==> src/rtl/omsp_spm_key_loader_if.sv <==
`default_nettype none
//==============================================================================
// Module   : omsp_spm_key_loader_if
// Purpose  : Request/stream handshake between the SM key loader and the
//            key-derivation engine.
// Signals  : kdf_req   - key-derivation request (loader -> engine)
//            kdf_id    - SM id the key is derived for (loader -> engine)
//            kdf_ready - engine accepted the request (engine -> loader)
//            kdf_valid - kdf_data carries the next key word (engine -> loader)
//            kdf_data  - 16-bit key word, MS word first (engine -> loader)
// Modports : master = loader side, slave = engine side
// Revision : 1.0 - initial release
//==============================================================================
interface omsp_spm_key_loader_if;
   logic        kdf_req;
   logic [15:0] kdf_id;
   logic        kdf_ready;
   logic        kdf_valid;
   logic [15:0] kdf_data;

   modport master (
      output kdf_req,
      output kdf_id,
      input  kdf_ready,
      input  kdf_valid,
      input  kdf_data
   );

   modport slave (
      input  kdf_req,
      input  kdf_id,
      output kdf_ready,
      output kdf_valid,
      output kdf_data
   );
endinterface
`default_nettype wire

==> src/rtl/omsp_spm_key_loader.sv <==
`default_nettype none
//==============================================================================
// Module   : omsp_spm_key_loader
// Purpose  : Installs a freshly derived key into a newly enabled Sancus SM.
//            On start it requests a key from the KDF engine, accepts the key
//            as 16-bit words (MS word first) and writes each word into the SM
//            array, keeping the CPU stalled (busy) for the whole load.
// Ports    : mclk, puc_rst_n      - clock, async active-low reset
//            start, start_id      - load request and SM id (sampled in IDLE)
//            abort                - cancels a load in progress
//            kdf (master modport) - request/stream handshake with the KDF
//            write_key, key_in,
//            key_idx              - one-word write port to the SM array
//            busy, done, error    - CPU stall, success pulse, timeout pulse
// Revision : 1.0 - initial release
//==============================================================================
module omsp_spm_key_loader #(
   parameter int SECURITY     = 64,
   parameter int KEY_IDX_SIZE = 2,
   parameter int TIMEOUT      = 255
) (
   input  logic                    mclk,
   input  logic                    puc_rst_n,
   input  logic                    start,
   input  logic [15:0]             start_id,
   input  logic                    abort,
   omsp_spm_key_loader_if.master   kdf,
   output logic                    write_key,
   output logic [15:0]             key_in,
   output logic [KEY_IDX_SIZE-1:0] key_idx,
   output logic                    busy,
   output logic                    done,
   output logic                    error
);

   localparam int                    WORDS     = SECURITY / 16;
   localparam logic [KEY_IDX_SIZE:0] LAST_WORD = (KEY_IDX_SIZE+1)'(WORDS - 1);
   localparam logic [15:0]           TMO_LAST  = 16'(TIMEOUT - 1);

   typedef enum logic [1:0] {
      ST_IDLE   = 2'd0,
      ST_REQ    = 2'd1,
      ST_STREAM = 2'd2,
      ST_DONE   = 2'd3
   } state_t;

   state_t                r_state, w_state_nxt;
   logic [KEY_IDX_SIZE:0] r_count, w_count_nxt;
   logic [15:0]           r_tmo, w_tmo_nxt;
   logic                  w_tmo_hit;

   logic                    w_kdf_req_nxt;
   logic [15:0]             w_kdf_id_nxt;
   logic                    w_write_key_nxt;
   logic [15:0]             w_key_in_nxt;
   logic [KEY_IDX_SIZE-1:0] w_key_idx_nxt;
   logic                    w_busy_nxt;
   logic                    w_done_nxt;
   logic                    w_error_nxt;

   always_ff @(posedge mclk or negedge puc_rst_n) begin
      if (!puc_rst_n) begin
         r_state     <= ST_IDLE;
         r_count     <= '0;
         r_tmo       <= '0;
         kdf.kdf_req <= 1'b0;
         kdf.kdf_id  <= '0;
         write_key   <= 1'b0;
         key_in      <= '0;
         key_idx     <= '0;
         busy        <= 1'b0;
         done        <= 1'b0;
         error       <= 1'b0;
      end else begin
         r_state     <= w_state_nxt;
         r_count     <= w_count_nxt;
         r_tmo       <= w_tmo_nxt;
         kdf.kdf_req <= w_kdf_req_nxt;
         kdf.kdf_id  <= w_kdf_id_nxt;
         write_key   <= w_write_key_nxt;
         key_in      <= w_key_in_nxt;
         key_idx     <= w_key_idx_nxt;
         busy        <= w_busy_nxt;
         done        <= w_done_nxt;
         error       <= w_error_nxt;
      end
   end

   // Idle-cycle budget exhausted; checked ahead of any handshake so that a
   // late ready/valid cannot extend a load past TIMEOUT.
   assign w_tmo_hit = (r_tmo == TMO_LAST);

   always_comb begin
      w_state_nxt     = r_state;
      w_count_nxt     = r_count;
      w_tmo_nxt       = r_tmo;
      w_kdf_id_nxt    = kdf.kdf_id;
      w_key_in_nxt    = key_in;
      w_key_idx_nxt   = key_idx;
      w_write_key_nxt = 1'b0;
      w_done_nxt      = 1'b0;
      w_error_nxt     = 1'b0;

      unique case (r_state)
         ST_IDLE: begin
            if (start && !abort) begin
               w_state_nxt  = ST_REQ;
               w_kdf_id_nxt = start_id;
               w_count_nxt  = '0;
               w_tmo_nxt    = '0;
            end
         end
         ST_REQ: begin
            // kdf_valid is deliberately ignored here, even alongside kdf_ready
            if (abort) begin
               w_state_nxt = ST_IDLE;
            end else if (w_tmo_hit) begin
               w_state_nxt = ST_IDLE;
               w_error_nxt = 1'b1;
            end else begin
               w_tmo_nxt = r_tmo + 16'd1;
               if (kdf.kdf_ready) begin
                  w_state_nxt = ST_STREAM;
               end
            end
         end
         ST_STREAM: begin
            if (abort) begin
               w_state_nxt = ST_IDLE;
            end else if (w_tmo_hit) begin
               w_state_nxt = ST_IDLE;
               w_error_nxt = 1'b1;
            end else if (kdf.kdf_valid) begin
               w_write_key_nxt = 1'b1;
               w_key_in_nxt    = kdf.kdf_data;
               w_key_idx_nxt   = r_count[KEY_IDX_SIZE-1:0];
               w_count_nxt     = r_count + 1'b1;
               w_tmo_nxt       = '0;
               // Leaving on the last word means the counter never wraps
               if (r_count == LAST_WORD) begin
                  w_state_nxt = ST_DONE;
               end
            end else begin
               w_tmo_nxt = r_tmo + 16'd1;
            end
         end
         ST_DONE: begin
            w_state_nxt = ST_IDLE;
            w_done_nxt  = !abort;
         end
         default: begin
            w_state_nxt = ST_IDLE;
         end
      endcase

      // Registered versions follow the next state so they change on the same
      // edge as the state itself.
      w_busy_nxt    = (w_state_nxt != ST_IDLE);
      w_kdf_req_nxt = (w_state_nxt == ST_REQ);
   end

endmodule
`default_nettype wire

==> src/flat_wrapper.sv <==
// flat-port wrapper written by rule: the top's interface ports become plain ports
module omsp_spm_key_loader_flat 
#(
   parameter int SECURITY     = 64,
   parameter int KEY_IDX_SIZE = 2,
   parameter int TIMEOUT      = 255
)
  (mclk, puc_rst_n, start, start_id, abort, write_key, key_in, key_idx, busy, done, error, kdf_kdf_req, kdf_kdf_id, kdf_kdf_ready, kdf_kdf_valid, kdf_kdf_data);
  omsp_spm_key_loader_if kdf_i ();
  input  logic mclk;
  input  logic puc_rst_n;
  input  logic start;
  input  logic [15:0] start_id;
  input  logic abort;
  output logic write_key;
  output logic [15:0] key_in;
  output logic [KEY_IDX_SIZE-1:0] key_idx;
  output logic busy;
  output logic done;
  output logic error;
  output wire logic [$bits(kdf_i.kdf_req)-1:0] kdf_kdf_req;
  output wire logic [$bits(kdf_i.kdf_id)-1:0] kdf_kdf_id;
  input wire logic [$bits(kdf_i.kdf_ready)-1:0] kdf_kdf_ready;
  input wire logic [$bits(kdf_i.kdf_valid)-1:0] kdf_kdf_valid;
  input wire logic [$bits(kdf_i.kdf_data)-1:0] kdf_kdf_data;
  assign kdf_kdf_req = kdf_i.kdf_req;
  assign kdf_kdf_id = kdf_i.kdf_id;
  assign kdf_i.kdf_ready = kdf_kdf_ready;
  assign kdf_i.kdf_valid = kdf_kdf_valid;
  assign kdf_i.kdf_data = kdf_kdf_data;
  omsp_spm_key_loader #(.SECURITY(SECURITY), .KEY_IDX_SIZE(KEY_IDX_SIZE), .TIMEOUT(TIMEOUT)) u_core (.mclk(mclk), .puc_rst_n(puc_rst_n), .start(start), .start_id(start_id), .abort(abort), .kdf(kdf_i), .write_key(write_key), .key_in(key_in), .key_idx(key_idx), .busy(busy), .done(done), .error(error));
endmodule
==> config.mk <==
export PLATFORM = sky130hd
export DESIGN_NAME = omsp_spm_key_loader_flat
export DESIGN_NICKNAME = d
export VERILOG_FILES = /design/src/rtl/omsp_spm_key_loader_if.sv /design/src/rtl/omsp_spm_key_loader.sv /design/src/flat_wrapper.sv
export SDC_FILE = /design/constraint.sdc
export NUM_CORES = 1
export LEC_CHECK = 0
export BUFFER_PORTS_ARGS = -buffer_cell sky130_fd_sc_hd__buf_2
export CAP_MARGIN = 10
export CORE_ASPECT_RATIO = 0.9
export CORE_MARGIN = 8
export CORE_UTILIZATION = 56
export DETAILED_ROUTE_END_ITERATION = 8
export PLACE_DENSITY = 0.88
export SETUP_SLACK_MARGIN = 0.02
export SYNTH_ARGS = -nofsm -noshare
export SYNTH_HDL_FRONTEND = slang
export SYNTH_SLANG_ARGS = --single-unit
==> constraint.sdc <==
create_clock -name mclk -period 3.68 [get_ports mclk]
set_input_delay 0.552 -clock mclk [delete_from_list [all_inputs] [get_ports mclk]]
set_output_delay 0.552 -clock mclk [all_outputs]
set_load 0.02 [all_outputs]
==> results.toml <==
[worst_setup_path]
crit_chain = "inv_1 > ha_1 > nor3b_1 > a41oi_2 > and3_1 > buf_4 > mux2_2"
cpLargestDelayFamily = "simple AND/OR/NAND/NOR gates"
crit_required_ps = 3900
cp_num_buf_inv = 2
cp-start-kind = "flop"
critPathArrivalTime_ps = 2720
crit_type = "flop to flop"
slowest_delay_ps = 450
critPathMaxFanout = 19
end_kind = "flop"
slowest_stage = "dfrtp_1"

[routing]
ant_nets = 0
vias_per_cell = 5.69
wl_per_cell_um = 17.7
drt_iter0_markers = 195
wl_um = 6950
post-route-drc-count = 0
via_count = 2237
drt_pass1_iterations = 5

[synth]
synth_area_per_cell_um2 = 11.8
synth_top_cell_by_area = "dfrtp_1"
synth.most_common_cell = "dfrtp_1"
synth.top_cells.by_count = "60 x dfrtp_1, 34 x mux2_2, 23 x o21ai_0"
synthFlopType = "dfrtp_1"
netlist_instances = 241
synth_area_leaders = "dfrtp_1 53%, mux2_2 14%, ha_1 4.4%"
synthesis.nets = 289
ys_seq_area_frac = 0.530
synth_warnings = 0
ys_seq_elements = 60
synth_top_area_frac = 0.530
synth_edf_count = 0
yosysUniqueCellTypes = 37
syn-cell-area_um2 = 2840
async_flop_share = 1.00

[cells_and_area]
fillers = 340
multi_input_area_um2 = 1250
n_antenna_cell = 0
fin_nets = 371
drive_gt1_frac = 0.412
syn_to_final_growth_pct = 23.1
regArea_um2 = 1500

[clock_network]
cts_resized = 0
cts_buffers = 9
clk_pin_slew_ps = 70
cts_tree = "yes"
cts_root_buffer = "clkbuf_8"
clk_latency_ps = 340
cts_max_level = 3
clock-sinks = 60
cts_setup_buffers = 0
hold_buffers = 0
clockBufferDepth = 2

[sta]
slew_headroom = 0.398
drv_slew = 0
finalSetupViolCount = 0
hold_ws_ps = 338
fmax_ghz = 0.400
finalClockSkew_ps = 7.50
rsz0062_at_grt = "false"
fin_tns_setup_ps = 0
min_period_over_period = 0.679
period_minus_slack_ps = 2500
worst_pin_slew_ps = 903
hold_viol_final = 0

[worst_hold_path]
holdCritPathClass = "input pin to async pin"

[outcome]
run_status = "finished clean"

[power]
ir_drop_mv = 0.423
power_density_nw_per_um2 = 747
p_leak_nw = 1.70

[placement]
gp_congestion = 0.869
port_buffers = 76
hpwl_um = 5220

[global_routing]
antenna_found_initial = 0
gr-total-overflow = 0
grt_pass1_wl_um = 11400
grt_max_degree = 43
grt_pass1_vias = 2214
grt_use_total = 0.187

[floorplanning]
core_um2 = 4860
rows = 24
dieArea_um2 = 7600
fp.dieH_um = 83.5
start_util = 0.583
num_io_pins = 77
die_w_um = 91

[job]
drv_cap = 0
==> final timing paths <==
path | from | endpoint | slack, ps | depth (start not counted)
hold reg to reg | u_core.key_in[5] | u_core.key_in[5] | 500 | 1
max in group asynchronous | puc_rst_n | u_core.write_key | 2550 | 2
setup / recovery | u_core.r_tmo[0] | u_core.key_in[6] | 1180 | 7
min in group mclk | kdf_kdf_data[15] | u_core.key_in[15] | 440 | 2
hold / removal | puc_rst_n | u_core.r_tmo[0] | 340 | 1
setup reg to reg | u_core.r_tmo[0] | u_core.key_in[6] | 1180 | 7
==> metal layers <==
metal / wire length (µm) / up-vias / part of all wire / global-route usage
met2: 3350 / 110 / 0.48 / 0.291
met3: 696 / 10 / 0.10 / 0.0710
met4: 108 / 0 / 0.016 / 0.0847
met1: 2800 / 1066 / 0.40 / 0.225
met5: 0 / - / 0 / 0
li1: - / 1051 / - / -
==> logic make-up (layout without fill, tap and decap cells) <==
group,count (synthesis),in the layout,share of synthesized area
adders and majority gates,10,10,0.0441
muxes,37,37,0.147
xor gates and xnor gates,1,1,0.00309
DFF,60,60,0.530
and+or+nand+nor,69,69,0.138
AOI/OAI and AO/OA,49,49,0.109
buffers and inverters,15,102,0.0287
==> state kept, by name (all words and copies together) (netlist names), 2 cells and up <==
signal,cells
u_core.r_count,3
u_core.r_state,2
u_core.key_idx,2
u_core.kdf.kdf_id,16
u_core.r_tmo,16
u_core.key_in,16
==> power breakdown <==
group	leakage, nW	switching [mW]	internal (mW)
clock network	0.110	0.276	0.385
registers	0.786	0.118	0.862
logic	0.807	0.583	0.382
==> per-stage QoR <==
step	area, µm²	power (mW)	utilization	std cells	setup WS (ps)
finish	3490	2.61	0.718	393	1180
floorplan	2840	1.60	-	241	1730
CTS	3490	2.62	0.718	393	1190
global route	3490	2.76	0.718	393	1050
global placement	3270	1.90	0.672	377	1370
detailed placement	3270	1.96	0.672	377	1230
==> layout by cell type, fill, tap and decap left out, drive strengths merged, types with 6 or more instances in the layout <==
cell type / synthesis / final
clkbuf: 4 / 9
nand3: 11 / 11
and3: 6 / 6
o21ai: 24 / 24
nand2: 12 / 12
buf: 5 / 80
inv: 6 / 8
mux2: 35 / 35
dfrtp: 60 / 60
nor2: 11 / 11
ha: 10 / 10
a21oi: 7 / 7
nand4: 7 / 7
==> final cells by class <==
class,instances,area share
flip-flops and latches,60,0.430
multi-input cells,166,0.359
repair buffers,80,0.118
clock buffers,9,0.0355
clock inverters,7,0.0283
well taps,65,0.0233
inverters,6,0.00645
(Power assumes the default switching activity.)
